`config.mk`:
```
export PLATFORM = sky130hd
export DESIGN_NAME = uart_tx_fifo
export DESIGN_NICKNAME = d
export VERILOG_FILES = /design/src/rtl/uart_tx_fifo.sv
export SDC_FILE = /design/constraint.sdc
export NUM_CORES = 1
export LEC_CHECK = 0
export CAP_MARGIN = 5
export CORE_MARGIN = 1
export CORE_UTILIZATION = 50
export CTS_CLUSTER_SIZE = 40
export DETAILED_ROUTE_END_ITERATION = 10
export HOLD_SLACK_MARGIN = 0.06
export PLACE_DENSITY = 0.69
export SYNTH_ARGS = -nofsm -noshare
export SYNTH_HDL_FRONTEND = slang
export SYNTH_SLANG_ARGS = --single-unit
```
`constraint.sdc`:
```
create_clock -name clk_25mhz -period 3.6 [get_ports clk_25mhz]
set_input_delay 0.9 -clock clk_25mhz [delete_from_list [all_inputs] [get_ports clk_25mhz]]
set_output_delay 0.9 -clock clk_25mhz [all_outputs]
set_load 0.01 [all_outputs]
```
`src/rtl/uart_tx_fifo.sv`:
```
// uart_tx_fifo: 8N1 UART transmitter fed by a byte FIFO.
// An upstream source (uart_debugger) pushes bytes through a valid/ready
// handshake. The FIFO absorbs bursts while the serializer drains it at a
// fixed baud rate.
// Ports:
//   clk_25mhz  system clock
//   rst_n_in   asynchronous active-low reset
//   data_in    byte to transmit
//   valid_in   data_in is valid
//   ready_out  FIFO can accept a byte this cycle
//   level_out  bytes held in the FIFO (excludes the byte being shifted)
//   busy_out   a frame is on the line or the FIFO is non-empty
//   uart_tx    serial line, idles high, driven from a flop
module uart_tx_fifo #(
  parameter int unsigned CLK_HZ     = 25_000_000,
  parameter int unsigned BAUD       = 115_200,
  parameter int unsigned FIFO_DEPTH = 16
) (
  input  logic                          clk_25mhz,
  input  logic                          rst_n_in,
  input  logic [7:0]                    data_in,
  input  logic                          valid_in,
  output logic                          ready_out,
  output logic [$clog2(FIFO_DEPTH):0]   level_out,
  output logic                          busy_out,
  output logic                          uart_tx
);

  localparam int unsigned BAUD_DIV = (CLK_HZ + BAUD / 2) / BAUD;
  localparam int unsigned AW       = $clog2(FIFO_DEPTH);
  localparam int unsigned PW       = AW + 1;
  localparam int unsigned CW       = $clog2(BAUD_DIV);
  localparam logic [CW-1:0] BAUD_LAST = CW'(BAUD_DIV - 1);
  localparam logic [PW-1:0] FULL_LVL  = PW'(FIFO_DEPTH);

  typedef enum logic [1:0] {IDLE, START, DATA, STOP} state_t;

  // FIFO storage and pointers; one extra pointer bit distinguishes full from empty
  logic [7:0]    mem [FIFO_DEPTH];
  logic [PW-1:0] wr_ptr;
  logic [PW-1:0] rd_ptr;
  logic          push;
  logic          pop;
  logic          empty;

  state_t        state;
  state_t        state_d;
  logic [CW-1:0] baud_cnt;
  logic [CW-1:0] baud_d;
  logic [2:0]    bit_idx;
  logic [2:0]    bit_d;
  logic [7:0]    shift;
  logic [7:0]    shift_d;
  logic          tx_d;
  logic          baud_end;

  assign level_out = wr_ptr - rd_ptr;
  assign empty     = (level_out == '0);
  // Full blocks the push even when a pop happens in the same cycle
  assign ready_out = (level_out != FULL_LVL);
  assign push      = valid_in && ready_out;
  assign busy_out  = (state != IDLE) || !empty;
  assign baud_end  = (baud_cnt == BAUD_LAST);

  always_ff @(posedge clk_25mhz) begin
    if (push) begin
      mem[wr_ptr[AW-1:0]] <= data_in;
    end
  end

  always_ff @(posedge clk_25mhz or negedge rst_n_in) begin
    if (!rst_n_in) begin
      wr_ptr <= '0;
      rd_ptr <= '0;
    end else begin
      if (push) begin
        wr_ptr <= wr_ptr + 1'b1;
      end
      if (pop) begin
        rd_ptr <= rd_ptr + 1'b1;
      end
    end
  end

  always_ff @(posedge clk_25mhz or negedge rst_n_in) begin
    if (!rst_n_in) begin
      state    <= IDLE;
      baud_cnt <= '0;
      bit_idx  <= '0;
      shift    <= '0;
      uart_tx  <= 1'b1;
    end else begin
      state    <= state_d;
      baud_cnt <= baud_d;
      bit_idx  <= bit_d;
      shift    <= shift_d;
      uart_tx  <= tx_d;
    end
  end

  always_comb begin
    state_d = state;
    baud_d  = baud_cnt;
    bit_d   = bit_idx;
    shift_d = shift;
    pop     = 1'b0;
    case (state)
      IDLE: begin
        if (!empty) begin
          pop     = 1'b1;
          shift_d = mem[rd_ptr[AW-1:0]];
          baud_d  = '0;
          state_d = START;
        end
      end
      START: begin
        if (baud_end) begin
          baud_d  = '0;
          bit_d   = '0;
          state_d = DATA;
        end else begin
          baud_d = baud_cnt + 1'b1;
        end
      end
      DATA: begin
        if (baud_end) begin
          baud_d  = '0;
          shift_d = {1'b0, shift[7:1]};
          bit_d   = bit_idx + 3'd1;
          if (bit_idx == 3'd7) begin
            state_d = STOP;
          end
        end else begin
          baud_d = baud_cnt + 1'b1;
        end
      end
      STOP: begin
        if (baud_end) begin
          baud_d = '0;
          if (!empty) begin
            pop     = 1'b1;
            shift_d = mem[rd_ptr[AW-1:0]];
            state_d = START;
          end else begin
            state_d = IDLE;
          end
        end else begin
          baud_d = baud_cnt + 1'b1;
        end
      end
      default: state_d = IDLE;
    endcase

    // Line level is registered from the next state so uart_tx changes on the
    // same edge as the state it belongs to
    case (state_d)
      START:   tx_d = 1'b0;
      DATA:    tx_d = shift_d[0];
      default: tx_d = 1'b1;
    endcase
  end

endmodule

```
==> flow_metrics.env <==
export IMPL_relSlewSlack_pct=50.8
export IMPL_final_area_sq_mm=0.00801
export IMPL_path_buf_inv=4
export IMPL_seq_area_sq_mm=0.00465
export IMPL_drive_gt1_share_pct=22.2
export IMPL_synth_flop_cell="edfxtp_1"
export IMPL_num_io_pins=19
export IMPL_grt_pass1_wl_um=21200
export IMPL_viasPerCell=5.84
export IMPL_vias=3887
export IMPL_netlist_area_sq_mm=0.00689
export IMPL_worstSetupEndpointType="primary output"
export IMPL_fmax_ghz=0.284
export IMPL_ys_ff_latch=160
export IMPL_reg2reg_depth=12
export IMPL_critPathSlowestCell="fa_1"
export IMPL_peakVddDrop_mv=0.434
export IMPL_reg2reg_to="mem[14][4]"
export IMPL_async_flop_share_pct=20.0
export IMPL_regToRegSetupSlack_ps=480
export IMPL_syn_area_per_cell_sq_um=16.1
export IMPL_wire_per_inst_um=20.1
export IMPL_yosysWarnings=0
export IMPL_p_int_w=0.00435
export IMPL_startpoint="wr_ptr[0]"
export IMPL_seqPwrFrac_pct=37.2
export IMPL_num_rows=42
export IMPL_critical_path_top_delay_family="compound AO/OA/AOI/OAI gates"
export IMPL_share_comb_of_total_power_pct=37.0
export IMPL_cts_tree="done"
export IMPL_antenna_found_initial=0
export IMPL_maxCapViolCount=0
export IMPL_fin_skew_ps=14.6
export IMPL_cp_start_kind="flop"
export IMPL_yosysUniqueCellTypes=52
export IMPL_max_stage_delay_ps=480
export IMPL_critical_path_depth=9
export IMPL_design_core_area_sq_mm=0.0133
export IMPL_clk_latency_ps=420
export IMPL_instances_no_fill=666
export IMPL_final_common_cell="edfxtp_1"
export IMPL_fill_cells=1020
export IMPL_synth_edff_count=128
export IMPL_final_max_slew_viol_count=0
export IMPL_hold_violations=0
export IMPL_wl_um=13400
export IMPL_placed_cells_incl_taps=632
export IMPL_grt_setup_unrepaired="yes"
export IMPL_synthCells=429
export IMPL_clkPwrFrac_pct=25.8
export IMPL_grt_pass1_vias=3962
export IMPL_tightest_slew_ps=730
export IMPL_critPathRequiredTime_ps=2700
export IMPL_port_buffers=18
export IMPL_critPathMaxFanout=3
export IMPL_place_area_sq_mm=0.00740
export IMPL_fin_util_pct=60.0
export IMPL_ant_nets=0
export IMPL_path_cells="inv_2 > ha_4 > inv_2 > fa_1 > nand3b_1 > a211o_4 > a2111oi_4 > inv_1 > buf_2"
export IMPL_multi_input_comb_area_sq_mm=0.00214
export IMPL_drt_drc_violations_left=0
export IMPL_fp_dieH_um=119
export IMPL_fin_crit_ps=3520
export IMPL_root_buffer="clkbuf_16"
export IMPL_place_congestion=0.848
export IMPL_critPathArrivalTime_ps=2620
export IMPL_r2r_start="wr_ptr[0]"
export IMPL_numCtsBuffers=17
export IMPL_clock_sinks=160
export IMPL_dr_pass1_iters=5
export IMPL_mostFrequentLayoutCells="edfxtp_1, nand2_1, mux4_2"
export IMPL_ctsHoldBuffers=0
export IMPL_timing_critical_path_mode_cell="inv_2"
export IMPL_synth_nets=459
export IMPL_grt_overflow=0
export IMPL_area_growth_pct=16.3
export IMPL_fin_nets=507
export IMPL_die_area_sq_mm=0.0143
export IMPL_drtIter0Drc=363
export IMPL_hold_path_class="flop to flop"
export IMPL_p_per_area_mw_per_mm2=819
export IMPL_p_leak_nw=2.85
export IMPL_die_w_um=119
export IMPL_grt_max_degree=36
export IMPL_clockBufferDepth=2
export IMPL_post_dp_hpwl_um=8570
export IMPL_crit_end="busy_out"
export IMPL_outcome="finished, final reports clean"
export IMPL_p_switching_w=0.00221
export IMPL_htreeDepth=4
export IMPL_yosysSeqAreaShare_pct=67.4
export IMPL_worstSetupPathType="flop to primary output"
export IMPL_path_clk_slew_ps=70
export IMPL_n_antenna_cell=0
export IMPL_grt_usage_pct=20.4
export IMPL_start_util_pct=51.6
export IMPL_setup_viol=0
export IMPL_swShare_pct=33.7
export IMPL_fin_crit_sh_pct=97.8
==> layout make-up <==
| class | count | share of cell area (%) |
|---|---|---|
| tap | 176 | 2.75 |
| sequential | 160 | 58.0 |
| multi-input combinational | 235 | 26.8 |
| clock buffer | 18 | 5.36 |
| clock inverter | 14 | 1.61 |
| inverter | 18 | 0.843 |
| timing repair buffer | 45 | 4.70 |
==> worst min-delay path by stage <==
stage | start | to | slack [ps] | depth (start not counted)
3_3_place_gp | baud_cnt[7] | baud_cnt[7] | 470 | 1
6_report | baud_cnt[7] | baud_cnt[7] | 490 | 1
2_1_floorplan | baud_cnt[7] | baud_cnt[7] | 450 | 1
3_5_place_dp | baud_cnt[7] | baud_cnt[7] | 480 | 1
4_1_cts | baud_cnt[7] | baud_cnt[7] | 490 | 1
5_1_grt | wr_ptr[4] | wr_ptr[4] | 500 | 1
==> metrics by stage <==
step | setup slack (ps) | hold slack [ps] | power (W) | setup TNS (ps)
2_1_floorplan | 30.3 | 452 | 0.00405 | 0
3_3_place_gp | 177 | 472 | 0.00476 | 0
5_1_grt | -18.8 | 504 | 0.00691 | -18.8
4_1_cts | -7.03 | 491 | 0.00651 | -7.03
6_report | 79.4 | 494 | 0.00656 | 0
3_5_place_dp | 146 | 477 | 0.00482 | 0
==> repair_timing <==
| item | in CTS | in global routing |
|---|---|---|
| endpoints found under the setup margin | 2 | 2 |
| resized for setup | 8 | 7 |
| setup buffers | 0 | 2 |
| pin swaps | 3 | 5 |
| cloned | 0 | 0 |
==> metal layers <==
layer / vias up / global-route usage, % / part of all wire (%)
li1: 1774 / - / -
met1: 1964 / 27.3 / 43
met2: 123 / 31.8 / 49
met3: 26 / 5.03 / 5.2
met4: 0 / 8.91 / 2.5
met5: - / 0 / 0
==> power by group through the flow <==
stage / Sequential [W] / Clock [W] / Combinational [W]
after global routing: 0.00247 / 0.00180 / 0.00264
final: 0.00244 / 0.00169 / 0.00243
after CTS: 0.00244 / 0.00172 / 0.00235
after detailed placement: 0.00247 / 0 / 0.00234
after floorplan: 0.00243 / 0 / 0.00162
after global placement: 0.00246 / 0 / 0.00230
==> state kept, by name (all words and copies together), names as in the netlist <==
register / cells
rd_ptr: 5
uart_tx: 1
bit_idx: 3
wr_ptr: 5
shift: 8
baud_cnt: 8
mem: 128
state: 2
==> synthesized netlist by cell type (2+ instances only) <==
master,n,share of area [%]
buf_4,2,0.22
a21o_2,2,0.25
inv_1,18,0.98
a22oi_1,13,1.4
o21ai_0,20,1.5
a32o_1,7,1.0
nand3b_1,4,0.44
o31ai_1,4,0.44
xnor2_1,9,1.1
mux4_2,33,11
nand2b_1,3,0.27
ha_1,18,3.3
a31oi_1,2,0.18
nand3_1,4,0.29
nor2_1,26,1.4
xor2_1,3,0.38
nor3_1,10,0.73
edfxtp_1,128,56
and3_1,2,0.18
nand4_1,3,0.27
nand2_1,34,1.9
nand4b_1,2,0.25
buf_1,2,0.11
clkbuf_1,7,0.38
a22o_1,2,0.25
a21oi_1,11,0.80
buf_2,5,0.36
dfrtp_1,31,11
==> cells by family after synthesis <==
group / Yosys count / synth area share (%)
adders and majority gates: 19 / 3.56
xor gates and xnor gates: 12 / 1.53
DFF: 160 / 67.4
and+or+nand+nor: 95 / 6.50
muxes: 35 / 11.1
AOI/OAI and AO/OA: 74 / 7.83
buffers and inverters: 34 / 2.05
==> worst reg2reg max path, delay by kind of cell, from the launching register on <==
family	cells	cell delay, ps
simple gates	3	600
fa+ha+maj	2	530
compound gates	2	520
buf+inv	4	480
flops	1	390
xor+xnor	1	310
(Power assumes the default switching activity.)
